[src/rtl/alu_pipe.sv]
// Registered ALU with valid/ready handshakes on both sides and an iterative
// radix-2 shift-add multiplier; single-cycle ops stream at one per clock.
module alu_pipe #(
  parameter int WIDTH = 32,
  parameter int SHW   = $clog2(WIDTH)
) (
  input  logic             clk,
  input  logic             rst,
  input  logic             in_valid,
  output logic             in_ready,
  input  logic [WIDTH-1:0] a,
  input  logic [WIDTH-1:0] b,
  input  logic [3:0]       op,
  output logic             out_valid,
  input  logic             out_ready,
  output logic [WIDTH-1:0] result,
  output logic             zero,
  output logic             carry,
  output logic             overflow,
  output logic             illegal,
  output logic [1:0]       dbg_state
);

  localparam int MSB = WIDTH - 1;
  localparam int CW  = (WIDTH > 1) ? $clog2(WIDTH) : 1;
  localparam logic [CW-1:0] CNT_LAST = CW'(WIDTH - 1);

  localparam logic [3:0] OP_ADD = 4'h0;
  localparam logic [3:0] OP_SUB = 4'h1;
  localparam logic [3:0] OP_AND = 4'h2;
  localparam logic [3:0] OP_OR  = 4'h3;
  localparam logic [3:0] OP_XOR = 4'h4;
  localparam logic [3:0] OP_NOT = 4'h5;
  localparam logic [3:0] OP_EQ  = 4'h6;
  localparam logic [3:0] OP_LTU = 4'h7;
  localparam logic [3:0] OP_GTU = 4'h8;
  localparam logic [3:0] OP_LTS = 4'h9;
  localparam logic [3:0] OP_SLL = 4'hA;
  localparam logic [3:0] OP_SRL = 4'hB;
  localparam logic [3:0] OP_SRA = 4'hC;
  localparam logic [3:0] OP_MUL = 4'hD;

  typedef enum logic [1:0] {
    S_IDLE = 2'd0,
    S_MUL  = 2'd1,
    S_DONE = 2'd2
  } state_t;

  state_t state, state_nx;

  // Handshake: a transfer happens on a clock edge where valid && ready are
  // both high. The producer holds its payload steady while valid && !ready;
  // here that means result/flags never change while out_valid && !out_ready.
  logic             out_free;
  logic             accept;
  logic             mul_last;
  logic             out_load;
  logic [WIDTH-1:0] wr_result;
  logic             wr_carry;
  logic             wr_ovf;
  logic             wr_ill;

  logic [WIDTH-1:0] mul_a;
  logic [WIDTH-1:0] mul_b;
  logic [WIDTH-1:0] mul_acc;
  logic [WIDTH-1:0] mul_sum;
  logic [CW-1:0]    mul_cnt;

  logic [WIDTH-1:0] alu_res;
  logic             alu_c;
  logic             alu_v;
  logic             alu_ill;
  logic [WIDTH:0]   add_full;
  logic [WIDTH-1:0] sub_res;
  logic [SHW-1:0]   shamt;

  // Single-cycle ALU datapath
  always_comb begin
    alu_res  = '0;
    alu_c    = 1'b0;
    alu_v    = 1'b0;
    alu_ill  = 1'b0;
    add_full = {1'b0, a} + {1'b0, b};
    sub_res  = a - b;
    shamt    = b[SHW-1:0];
    case (op)
      OP_ADD: begin
        alu_res = add_full[WIDTH-1:0];
        alu_c   = add_full[WIDTH];
        alu_v   = (a[MSB] == b[MSB]) && (add_full[MSB] != a[MSB]);
      end
      OP_SUB: begin
        alu_res = sub_res;
        alu_c   = (a < b);
        alu_v   = (a[MSB] != b[MSB]) && (sub_res[MSB] != a[MSB]);
      end
      OP_AND: alu_res = a & b;
      OP_OR:  alu_res = a | b;
      OP_XOR: alu_res = a ^ b;
      OP_NOT: alu_res = ~a;
      OP_EQ:  alu_res = {{(WIDTH-1){1'b0}}, (a == b)};
      OP_LTU: alu_res = {{(WIDTH-1){1'b0}}, (a < b)};
      OP_GTU: alu_res = {{(WIDTH-1){1'b0}}, (a > b)};
      OP_LTS: alu_res = {{(WIDTH-1){1'b0}}, ($signed(a) < $signed(b))};
      OP_SLL: alu_res = a << shamt;
      OP_SRL: alu_res = a >> shamt;
      OP_SRA: alu_res = $signed(a) >>> shamt;
      OP_MUL: alu_res = '0;
      default: alu_ill = 1'b1;
    endcase
  end

  // FSM: state register
  always_ff @(posedge clk) begin
    if (rst) begin
      state <= S_IDLE;
    end else begin
      state <= state_nx;
    end
  end

  // FSM: next-state logic
  always_comb begin
    state_nx = state;
    case (state)
      S_IDLE: if (accept && (op == OP_MUL)) state_nx = S_MUL;
      S_MUL:  if (mul_last) state_nx = out_free ? S_IDLE : S_DONE;
      S_DONE: if (out_free) state_nx = S_IDLE;
      default: state_nx = S_IDLE;
    endcase
  end

  // FSM: outputs and output-register write selection
  always_comb begin
    out_free  = !out_valid || out_ready;
    in_ready  = (state == S_IDLE) && out_free;
    accept    = in_valid && in_ready;
    mul_last  = (state == S_MUL) && (mul_cnt == CNT_LAST);
    mul_sum   = mul_acc + (mul_b[0] ? mul_a : '0);
    dbg_state = state;
    out_load  = 1'b0;
    wr_result = '0;
    wr_carry  = 1'b0;
    wr_ovf    = 1'b0;
    wr_ill    = 1'b0;
    if ((state == S_IDLE) && accept && (op != OP_MUL)) begin
      out_load  = 1'b1;
      wr_result = alu_res;
      wr_carry  = alu_c;
      wr_ovf    = alu_v;
      wr_ill    = alu_ill;
    end else if (mul_last && out_free) begin
      out_load  = 1'b1;
      wr_result = mul_sum;
    end else if ((state == S_DONE) && out_free) begin
      out_load  = 1'b1;
      wr_result = mul_acc;
    end
  end

  // Multiplier: consumes one bit of b per cycle, LSB first
  always_ff @(posedge clk) begin
    if (rst) begin
      mul_a   <= '0;
      mul_b   <= '0;
      mul_acc <= '0;
      mul_cnt <= '0;
    end else if ((state == S_IDLE) && accept && (op == OP_MUL)) begin
      mul_a   <= a;
      mul_b   <= b;
      mul_acc <= '0;
      mul_cnt <= '0;
    end else if (state == S_MUL) begin
      mul_acc <= mul_sum;
      mul_a   <= mul_a << 1;
      mul_b   <= mul_b >> 1;
      mul_cnt <= mul_cnt + 1'b1;
    end
  end

  // Output register; zero is derived from the value being registered
  always_ff @(posedge clk) begin
    if (rst) begin
      out_valid <= 1'b0;
      result    <= '0;
      zero      <= 1'b0;
      carry     <= 1'b0;
      overflow  <= 1'b0;
      illegal   <= 1'b0;
    end else if (out_load) begin
      out_valid <= 1'b1;
      result    <= wr_result;
      zero      <= (wr_result == '0);
      carry     <= wr_carry;
      overflow  <= wr_ovf;
      illegal   <= wr_ill;
    end else if (out_ready) begin
      out_valid <= 1'b0;
    end
  end

endmodule

[config.mk]
export PLATFORM = sky130hd
export DESIGN_NAME = alu_pipe
export DESIGN_NICKNAME = d
export VERILOG_FILES = /design/src/rtl/alu_pipe.sv
export SDC_FILE = /design/constraint.sdc
export NUM_CORES = 1
export LEC_CHECK = 0
export ABC_AREA = 1
export BUFFER_PORTS_ARGS = -buffer_cell sky130_fd_sc_hd__buf_4
export CAP_MARGIN = 20
export CORE_MARGIN = 5
export CORE_UTILIZATION = 25
export CTS_CLUSTER_SIZE = 10
export DETAILED_ROUTE_END_ITERATION = 8
export PLACE_DENSITY_LB_ADDON = 0.15
export SETUP_SLACK_MARGIN = 0.3
export SLEW_MARGIN = 20
export SYNTH_ARGS = -nofsm -noshare
export SYNTH_HDL_FRONTEND = slang
export SYNTH_SLANG_ARGS = --single-unit
[constraint.sdc]
create_clock -name clk -period 8.7 [get_ports clk]
set_input_delay 1.305 -clock clk [delete_from_list [all_inputs] [get_ports clk]]
set_output_delay 1.305 -clock clk [all_outputs]
set_load 0.05 [all_outputs]
==> results.py, run 1 <==
metrics = {
    "worst_hold_path": {
        "holdCritPathClass": "register to register",
        "min_to": "mul_b[31]",
        "hold_start": "mul_b[31]",
        "hold_path_depth": 2,
    },
    "clock_tree": {
        "cts_buffers": 17,
        "ctsResizeCount": 0,
        "numClockSinks": 140,
        "ctsHtreeMaxLevel": 4,
        "clock_path_buffers": 2,
        "clk_latency_ps": 490,
        "clkTransAtPathRegs_ps": 60,
        "cts_hold_buf": 0,
        "cts_tree": "done",
        "cts_root_buffer": "clkbuf_16",
        "post-cts-setup-buffer-count": 0,
    },
    "finish": {
        "nets": 3746,
        "fin_area_um2": 21300,
        "antenna_cells": 0,
        "fillers": 8986,
        "syn2layout_area_growth_pct": 11.0,
        "drive_above_1_share_pct": 7.60,
    },
    "sta": {
        "finClkSkew_ps": 17.3,
        "tns_ps": 0,
        "rsz0062_at_grt": "no",
        "fin_crit_ps": 4700,
        "drv_slew": 0,
        "hold_viol": 0,
        "tightest_slew_ps": 1010,
        "relSlewSlack_pct": 32.4,
        "setup_viol": 0,
        "fmax_mhz": 213,
        "period_share_pct": 54.0,
    },
    "synth": {
        "synth_edf_count": 0,
        "synthArstFlopShare_pct": 0,
        "synth_ff_type": "dfxtp_1",
        "yosysSeqAreaShare_pct": 14.6,
        "synthesis.area_um2": 19200,
        "netlist_instances": 3529,
        "syn_nets": 3749,
        "synth_cell_type_count": 48,
        "syn_area_per_cell_um2": 5.43,
        "yosys_warnings": 0,
        "ys_ff_latch": 140,
    },
    "worst_setup_path": {
        "crit_family": "simple AND/OR/NAND/NOR gates",
        "r2r_end": "zero",
        "cp_data_required_time_ps": 9100,
        "ff2ff_setup_slack_ps": 4900,
        "cp_max_fo": 29,
        "critPathLaunch": "b[4]",
        "cp_cell_sequence": "buf_4 -> inv_1 -> buf_4 -> ha_1 -> nand2_2 -> nor2_1 -> nand3_1 -> nand2_2 -> nand2_2 -> nand2_2 -> nand2_1 -> nand3_1 -> nand2_1 -> nor2_1 -> nand2_1 -> a21oi_1 -> nand2_1 -> nor2_1 -> nand2_1 -> nor2_1 -> nand4_1 -> a21oi_1",
        "r2r_start": "mul_b[0]",
        "critPathBufInv": 3,
        "reg2reg_depth": 19,
        "cpMostUsedCell": "nand2_1",
        "critPathMaxStageDelay_ps": 540,
        "cp.arrival_ps": 5100,
        "cp_slowest_cell": "ha_1",
        "critPathKind": "input port to register",
        "endpoint_kind": "register",
        "start_kind": "input port",
    },
    "global_routing": {
        "grt_pass1_vias": 21800,
        "grt.overflow.total": 0,
        "grt_max_degree": 82,
        "grt_pass1_wl_mm": 147,
        "grt.total_usage_pct": 23.9,
        "antenna_found_initial": 4,
    },
    "route": {
        "dr.pass1.iters": 6,
        "via_per_inst": 5.13,
        "drt_wl_total_mm": 102,
        "drtAntennaViolNets": 0,
        "wl_per_cell_um": 22.3,
        "drc_errors": 0,
        "vias": 23500,
        "drt_iter0_drc": 2650,
    },
    "power_and_ir_drop": {
        "netSwitchingPower_w": 0.00104,
        "p_clk_share_pct": 31.8,
        "ir_drop_v": 0.000157,
        "p_leak_nw": 11.0,
        "p_comb_share_pct": 39.4,
        "seq_power_share_pct": 28.8,
        "cell_internal_pwr_w": 0.00131,
        "p_sw_share_pct": 44.2,
        "power.density_nw_per_um2": 110,
    },
    "placement": {
        "hpwl_mm": 81.3,
        "dpl_cell_area_um2": 20700,
        "place_congestion": 1.05,
        "io_buffers": 111,
    },
    "outcome": {
        "status": "complete, no violations",
    },
    "floorplanning": {
        "row_count": 101,
        "chipHeight_um": 287,
        "die_area_um2": 82400,
        "die_x_um": 287,
        "initial_core_util_pct": 25.2,
        "core_um2": 76100,
        "ios": 112,
    },
    "run": {
        "drv_cap": 0,
    },
}
[state kept, by name, indices dropped and copies added, names as in the netlist]
name,count
mul_a,32
mul_acc,32
mul_b,32
result,32
mul_cnt,5
dbg_state,2
carry,1
illegal,1
out_valid,1
overflow,1
zero,1
[logic make-up after synthesis]
logic type / Yosys count / synth area share [%]
compound gates: 407 / 12.1
xor+xnor: 19 / 0.868
fa+ha+maj: 148 / 9.77
buf+inv: 627 / 13.5
flops: 140 / 14.6
simple gates: 2188 / 49.1
[cell usage in the layout, fill, tap and decap left out, types with 14 or more instances in the layout]
master / count
nand2_1: 1240
o211ai_1: 23
ha_1: 145
nand4_1: 44
inv_1: 454
buf_4: 135
nor2_2: 20
clkbuf_16: 17
a31oi_1: 64
o21ai_0: 100
nand3b_1: 15
nand3_2: 14
nand3_1: 500
nor3_1: 28
nor2_1: 249
o22ai_1: 30
a21oi_1: 147
nand2_2: 31
dfxtp_1: 140
[power groups by stage]
stage          registers [W]  clock network, W  logic, W
3_5_place_dp        0.000692                 0  0.000904
4_1_cts             0.000677          0.000771  0.000908
5_1_grt             0.000678          0.000793   0.00100
3_3_place_gp        0.000692                 0  0.000913
6_report            0.000676          0.000747  0.000927
2_1_floorplan       0.000719                 0  0.000536
[stage by stage]
step | cells | hold WS (ps) | worst slack (ps) | util (%) | power [W]
global route | 4569 | 495 | 3820 | 28.0 | 0.00247
floorplan | 3529 | 441 | 4850 | - | 0.00125
finish | 4569 | 465 | 4000 | 28.0 | 0.00235
global placement | 4537 | 458 | 3520 | 27.2 | 0.00160
CTS | 4569 | 467 | 4120 | 28.0 | 0.00236
detailed placement | 4537 | 459 | 3610 | 27.2 | 0.00160
[cells in the mapped netlist (all sizes together), types with 6 or more instances]
library cell     n  area, um^2
nand2         1284        4990
nand3          514        2640
inv            468        1760
nor2           271        1050
a21oi          148         744
ha             145        1810
dfxtp          140        2800
o21ai          107         536
buf             98         598
a31oi           65         407
clkbuf          59         221
nand4           44         275
nor3            30         150
o22ai           30         188
o211ai          25         198
nand3b          15         113
o21bai          13        97.6
xor2            11        96.3
and2            10        68.8
or2             10        62.6
xnor2            8        70.1
a21o             6        45.0
nor4             6        37.5
[final cells by class]
type	count	area (um^2)	share of cell area, %
Multi-Input combinational cell	2762	13800	65.0
Sequential cell	140	2800	13.2
Inverter	470	1770	8.30
Tap cell	1030	1290	6.05
Timing Repair Buffer	135	1010	4.76
Clock buffer	20	457	2.15
Clock inverter	12	115	0.541
[how the worst max path moves through the flow]
stage	to	slack [ps]	depth (start not counted)
2_1_floorplan	zero	4850	12
3_3_place_gp	zero	3520	22
3_5_place_dp	zero	3610	22
4_1_cts	zero	4120	22
5_1_grt	zero	3820	22
6_report	zero	4000	22
[tightest hold or removal path, stage by stage, from the launching register on]
cell and delay [ps]:
dfxtp_1 310, nand2_1 60, a21oi_1 50
[metal layers]
layer / vias to the layer above / global-route usage [%] / wire length [um]
met5: - / 0 / 18
met3: 142 / 4.03 / 8260
met4: 2 / 7.78 / 3530
met2: 964 / 36.7 / 43300
li1: 11300 / - / -
met1: 11000 / 34.0 / 46600
(Power assumes the default switching activity.)
==> run 2: changes to the inputs <==
==> constraint.sdc (replaced) <==
create_clock -name clk -period 4.5 [get_ports clk]
set_input_delay 0.675 -clock clk [delete_from_list [all_inputs] [get_ports clk]]
set_output_delay 0.675 -clock clk [all_outputs]
set_load 0.05 [all_outputs]
==> run 2 against run 1 <==
Against the previous run:
- utilization rose by 0.84 points
- die area did not move
- combinational power rose by 100%
- largest power group unchanged
- critical path type is now register to register
- flip-flop and latch count did not move
- non-clock buffer count rose by 73
==> results.py, run 2 (synthesis gave the netlist of run 1 again) <==
metrics = {
    "route": {
        "drtAntennaViolNets": 0,
        "via_per_inst": 5.10,
        "wl_per_cell_um": 22.2,
        "vias": 23700,
        "drt_wl_total_mm": 103,
        "drc_errors": 0,
        "dr.pass1.iters": 5,
        "drt_iter0_drc": 2532,
    },
    "clock_tree": {
        "numClockSinks": 140,
        "cts_buffers": 17,
        "clk_latency_ps": 490,
        "post-cts-setup-buffer-count": 0,
        "cts_hold_buf": 0,
        "clock_path_buffers": 2,
        "ctsResizeCount": 0,
        "clkTransAtPathRegs_ps": 70,
        "ctsHtreeMaxLevel": 4,
        "cts_tree": "done",
        "cts_root_buffer": "clkbuf_16",
    },
    "run": {
        "drv_cap": 0,
    },
    "floorplanning": {
        "chipHeight_um": 287,
        "core_um2": 76100,
        "die_x_um": 287,
        "die_area_um2": 82400,
        "ios": 112,
        "row_count": 101,
        "initial_core_util_pct": 25.2,
    },
    "finish": {
        "syn2layout_area_growth_pct": 14.3,
        "fillers": 8957,
        "final_common_cell": "nand2_1",
        "nets": 3819,
        "antenna_cells": 0,
        "final_cell_mix": "1240 x nand2_1, 500 x nand3_1, 454 x inv_1, 249 x nor2_1, 204 x buf_4",
        "instances_no_fill": 4641,
        "drive_above_1_share_pct": 9.44,
    },
    "worst_setup_path": {
        "cp_max_fo": 27,
        "cp_slowest_cell": "a21oi_1",
        "critPathBufInv": 2,
        "cp_cell_sequence": "buf_4 -> nand2_1 -> inv_1 -> ha_1 -> a21oi_1 -> o21ai_0 -> a21oi_1 -> nand2_1 -> nor2_1 -> nand3b_1 -> o21ai_0 -> a21oi_1 -> nand2_1 -> nor2_1 -> nand2_1 -> nor2_1 -> nand4_1 -> a21oi_1",
        "cp.arrival_ps": 4120,
        "crit_family": "simple AND/OR/NAND/NOR gates",
        "start_kind": "register",
        "critPathMaxStageDelay_ps": 420,
        "critPathKind": "register to register",
        "endpoint_kind": "register",
        "cp_data_required_time_ps": 4900,
    },
    "power_and_ir_drop": {
        "p_leak_nw": 11.4,
        "ir_drop_v": 0.000207,
        "p_total_w": 0.00471,
        "power.density_nw_per_um2": 215,
    },
    "sta": {
        "setup_viol": 0,
        "fin_crit_ps": 3720,
        "rsz0062_at_grt": "no",
        "relSlewSlack_pct": 29.7,
        "tightest_slew_ps": 1050,
        "period_share_pct": 82.7,
        "fmax_mhz": 269,
        "hold_viol": 0,
        "finClkSkew_ps": 26.2,
        "tns_ps": 0,
        "drv_slew": 0,
    },
    "global_routing": {
        "grt.overflow.total": 0,
        "grt.total_usage_pct": 24.4,
        "grt_pass1_vias": 22500,
        "antenna_found_initial": 6,
        "grt_max_degree": 74,
        "grt_pass1_wl_mm": 149,
    },
    "placement": {
        "hpwl_mm": 84.8,
        "io_buffers": 111,
        "place_congestion": 1.02,
        "dp.cells": 4609,
    },
    "worst_hold_path": {
        "holdCritPathClass": "input port to register",
    },
    "outcome": {
        "status": "complete, no violations",
    },
}
-- run 2: cell count changes in the layout (fill, tap and decap cells not counted) --
cell and change:
inv_6 +1, clkbuf_8 -1, clkinvlp_4 -5, buf_12 +3, clkinv_2 +1, buf_16 +1
bufinv_16 +2, clkinv_4 +1, buf_4 +69
-- run 2: worst paths after layout --
path | cells after the start | end | slack, ps | from
setup / recovery | 18 | zero | 780 | mul_b[0]
setup reg to reg | 18 | zero | 780 | mul_b[0]
hold / removal | 2 | dbg_state[1] | 390 | out_ready
hold reg to reg | 2 | illegal | 470 | illegal
-- run 2: final cells by class --
class / count / area (um^2) / share of cell area [%]
timing repair buffer: 208 / 1620 / 7.38
inverter: 470 / 1770 / 8.06
tap: 1030 / 1290 / 5.88
sequential: 140 / 2800 / 12.8
multi-input combinational: 2762 / 13800 / 63.1
clock buffer: 19 / 443 / 2.02
clock inverter: 12 / 160 / 0.731
-- run 2: layer usage --
layer	global-route usage, %	vias to the layer above	share of wire (%)
met5	0	-	0.013
met2	36.7	957	42
met1	34.0	11100	46
li1	-	11500	-
met3	5.27	142	8.4
met4	9.62	2	4.2
-- run 2: through the flow --
stage / util [%] / hold slack, ps / area, um^2 / setup WS [ps]
floorplan: - / 441 / 19200 / 1280
detailed placement: 28.0 / 461 / 21300 / 446
global placement: 28.0 / 453 / 21300 / 360
CTS: 28.8 / 346 / 21900 / 858
global route: 28.8 / 368 / 21900 / 533
finish: 28.8 / 395 / 21900 / 781
-- run 2: power breakdown --
group / internal (W) / total [W] / switching, W / leakage (nW)
clock: 0.000887 / 0.00153 / 0.000645 / 0.294
combinational: 0.000526 / 0.00188 / 0.00136 / 9.94
sequential: 0.00127 / 0.00130 / 0.0000239 / 1.13
total: 0.00269 / 0.00471 / 0.00203 / 11.4
==> run 3: changes to the inputs <==
==> constraint.sdc (replaced) <==
create_clock -name clk -period 3.07 [get_ports clk]
set_input_delay 0.4605 -clock clk [delete_from_list [all_inputs] [get_ports clk]]
set_output_delay 0.4605 -clock clk [all_outputs]
set_load 0.05 [all_outputs]
==> run 3 against run 2 <==
Against the previous run:
- the flow now finishes with violations (setup timing)
- clock power up 40%
- utilization increased by 7.4 points
- die area is the same
- via count increased by 8.6%
- sequential power increased by 46%
- cell count increased by 13%
- register-to-register slack got worse by 740 ps
- non-clock buffer count grew 580
- largest power group unchanged
==> results.py, run 3 (synthesis gave the netlist of run 1 again) <==
metrics = {
    "route": {
        "drtAntennaViolNets": 0,
        "drt_iter0_drc": 2435,
        "dr.pass1.iters": 6,
        "wl_per_cell_um": 21.3,
        "drc_errors": 0,
        "vias": 25700,
        "via_per_inst": 4.93,
        "drt_wl_total_mm": 111,
    },
    "worst_setup_path": {
        "start_kind": "input port",
        "cp_max_fo": 8,
        "cp_cell_sequence": "buf_4 -> buf_4 -> inv_2 -> nor2_2 -> nand2_2 -> o21ai_0 -> nor3_1 -> buf_4 -> nand3_1 -> a21oi_1 -> nand3_1 -> nand2_1 -> nand2_2 -> nor2_1 -> nand2_1 -> nor2_4 -> nand4_1 -> a21oi_1",
        "critPathKind": "input port to register",
        "ff2ff_setup_slack_ps": 40,
        "cp_data_required_time_ps": 3430,
        "cp_num_cells": 18,
        "cpMostUsedCell": "buf_4",
        "critPathBufInv": 4,
        "reg2reg_depth": 26,
        "critPathMaxStageDelay_ps": 380,
        "cp.arrival_ps": 3480,
        "crit_family": "simple AND/OR/NAND/NOR gates",
        "cp_slowest_cell": "nor3_1",
        "endpoint_kind": "register",
    },
    "sta": {
        "layout_setup_ws_ps": -55.4,
        "relSlewSlack_pct": 36.8,
        "fin_crit_ps": 3130,
        "fmax_mhz": 320,
        "hold_slack_ps": 211,
        "tightest_slew_ps": 948,
        "drv_slew": 0,
        "rsz0062_at_grt": "yes",
        "hold_viol": 0,
        "setup_viol": 1,
        "finClkSkew_ps": 10.8,
        "period_share_pct": 102,
    },
    "clock_tree": {
        "ctsHtreeMaxLevel": 4,
        "cts_root_buffer": "clkbuf_16",
        "cts_tree": "done",
        "clk_latency_ps": 450,
        "numClockSinks": 140,
        "clock_path_buffers": 2,
        "cts_buffers": 17,
        "clkTransAtPathRegs_ps": 60,
    },
    "finish": {
        "utilization_pct": 36.2,
        "final_cell_mix": "1195 x nand2_1, 746 x buf_4, 491 x nand3_1, 447 x inv_1, 215 x nor2_1",
        "antenna_cells": 0,
        "fillers": 8694,
        "drive_above_1_share_pct": 26.3,
        "syn2layout_area_growth_pct": 43.6,
        "nets": 4399,
        "final_common_cell": "nand2_1",
    },
    "floorplanning": {
        "core_um2": 76100,
        "die_area_um2": 82400,
        "ios": 112,
        "die_x_um": 287,
        "initial_core_util_pct": 25.2,
        "chipHeight_um": 287,
        "row_count": 101,
    },
    "power_and_ir_drop": {
        "p_total_w": 0.00765,
        "p_sw_share_pct": 41.2,
        "cell_internal_pwr_w": 0.00450,
        "seq_power_share_pct": 24.9,
        "ir_drop_v": 0.000250,
        "p_clk_share_pct": 28.0,
        "p_leak_nw": 14.4,
        "p_comb_share_pct": 47.1,
        "power.density_nw_per_um2": 278,
        "netSwitchingPower_w": 0.00315,
    },
    "worst_hold_path": {
        "hold_path_depth": 2,
        "holdCritPathClass": "input port to register",
    },
    "global_routing": {
        "grt.overflow.total": 0,
        "antenna_found_initial": 2,
        "grt.total_usage_pct": 26.1,
        "grt_max_degree": 86,
        "grt_pass1_vias": 24400,
        "grt_pass1_wl_mm": 161,
    },
    "placement": {
        "hpwl_mm": 93.4,
        "io_buffers": 111,
        "dp_slack_ps": -574,
        "place_congestion": 1.01,
    },
    "outcome": {
        "violations": "setup timing",
        "status": "finished, violations left",
    },
    "run": {
        "drv_cap": 0,
    },
}
-- run 3: cell types whose count changed in the layout (fill, tap and decap cells not counted), sizes merged --
cell,before,now
bufinv,3,2
clkinvlp,1,4
clkbuf,19,21
buf,208,787
clkinv,7,8
inv,471,468
-- run 3: what timing repair did --
action                                 4_1_cts  5_1_grt
setup endpoints to repair                   23       27
hold buffers                                 0        0
endpoints found under the hold margin        0        0
buffers inserted                            13        5
pin swaps                                   31       33
gates cloned                                 0        1
gates resized for setup                    121      131
-- run 3: final timing paths --
path              start      endpoint
max               op[2]          zero
min           out_ready  dbg_state[1]
max reg2reg    mul_b[0]    result[28]
min reg2reg  mul_cnt[4]    mul_cnt[4]
-- run 3: through the flow --
step	cells	TNS, ps	area (um^2)
2_1_floorplan	3529	0	19200
3_3_place_gp	5171	-3280	25800
3_5_place_dp	5171	-3170	25800
4_1_cts	5216	0	26900
5_1_grt	5222	-566	27500
6_report	5222	-55.4	27500
-- run 3: power by group through the flow --
stage | logic [W] | clock network, W | registers [W]
after global placement | 0.00346 | 0 | 0.00194
final | 0.00360 | 0.00214 | 0.00190
after global routing | 0.00385 | 0.00227 | 0.00191
after CTS | 0.00349 | 0.00219 | 0.00190
after floorplan | 0.00152 | 0 | 0.00204
after detailed placement | 0.00344 | 0 | 0.00194
-- run 3: area by class of cell --
| type | count | area [um^2] | share of cell area (%) |
|---|---|---|---|
| Multi-Input combinational cell | 2762 | 14800 | 53.6 |
| Clock inverter | 12 | 138 | 0.500 |
| Timing Repair Buffer | 788 | 6310 | 22.9 |
| Tap cell | 1030 | 1290 | 4.68 |
| Clock buffer | 20 | 457 | 1.66 |
| Inverter | 470 | 1770 | 6.44 |
| Sequential cell | 140 | 2810 | 10.2 |
-- run 3: worst register-to-register path, cell delays in order (launching register included) --
cell and delay [ps]:
dfxtp_2 340, nand2_1 50, inv_1 50, ha_2 180, inv_2 40, fa_2 350, nand3b_1 170, nand2_2 110
buf_6 120, nand2_4 50, nand3_4 90, buf_6 110, nand2_4 40, nand2_4 80, nand3b_1 170, nand2_1 120
nand2_2 60, nand3_2 60, nand2_2 50, inv_2 50, nand2_2 60, buf_4 140, buf_6 100, buf_4 120
a21oi_2 80, or2_1 100, inv_1 30
-- run 3: metal layers --
metal,GRT usage (%),wire [um]
met1,38.2,53300
met3,2.75,6950
met5,0,0
met4,7.33,3540
met2,40.4,47600
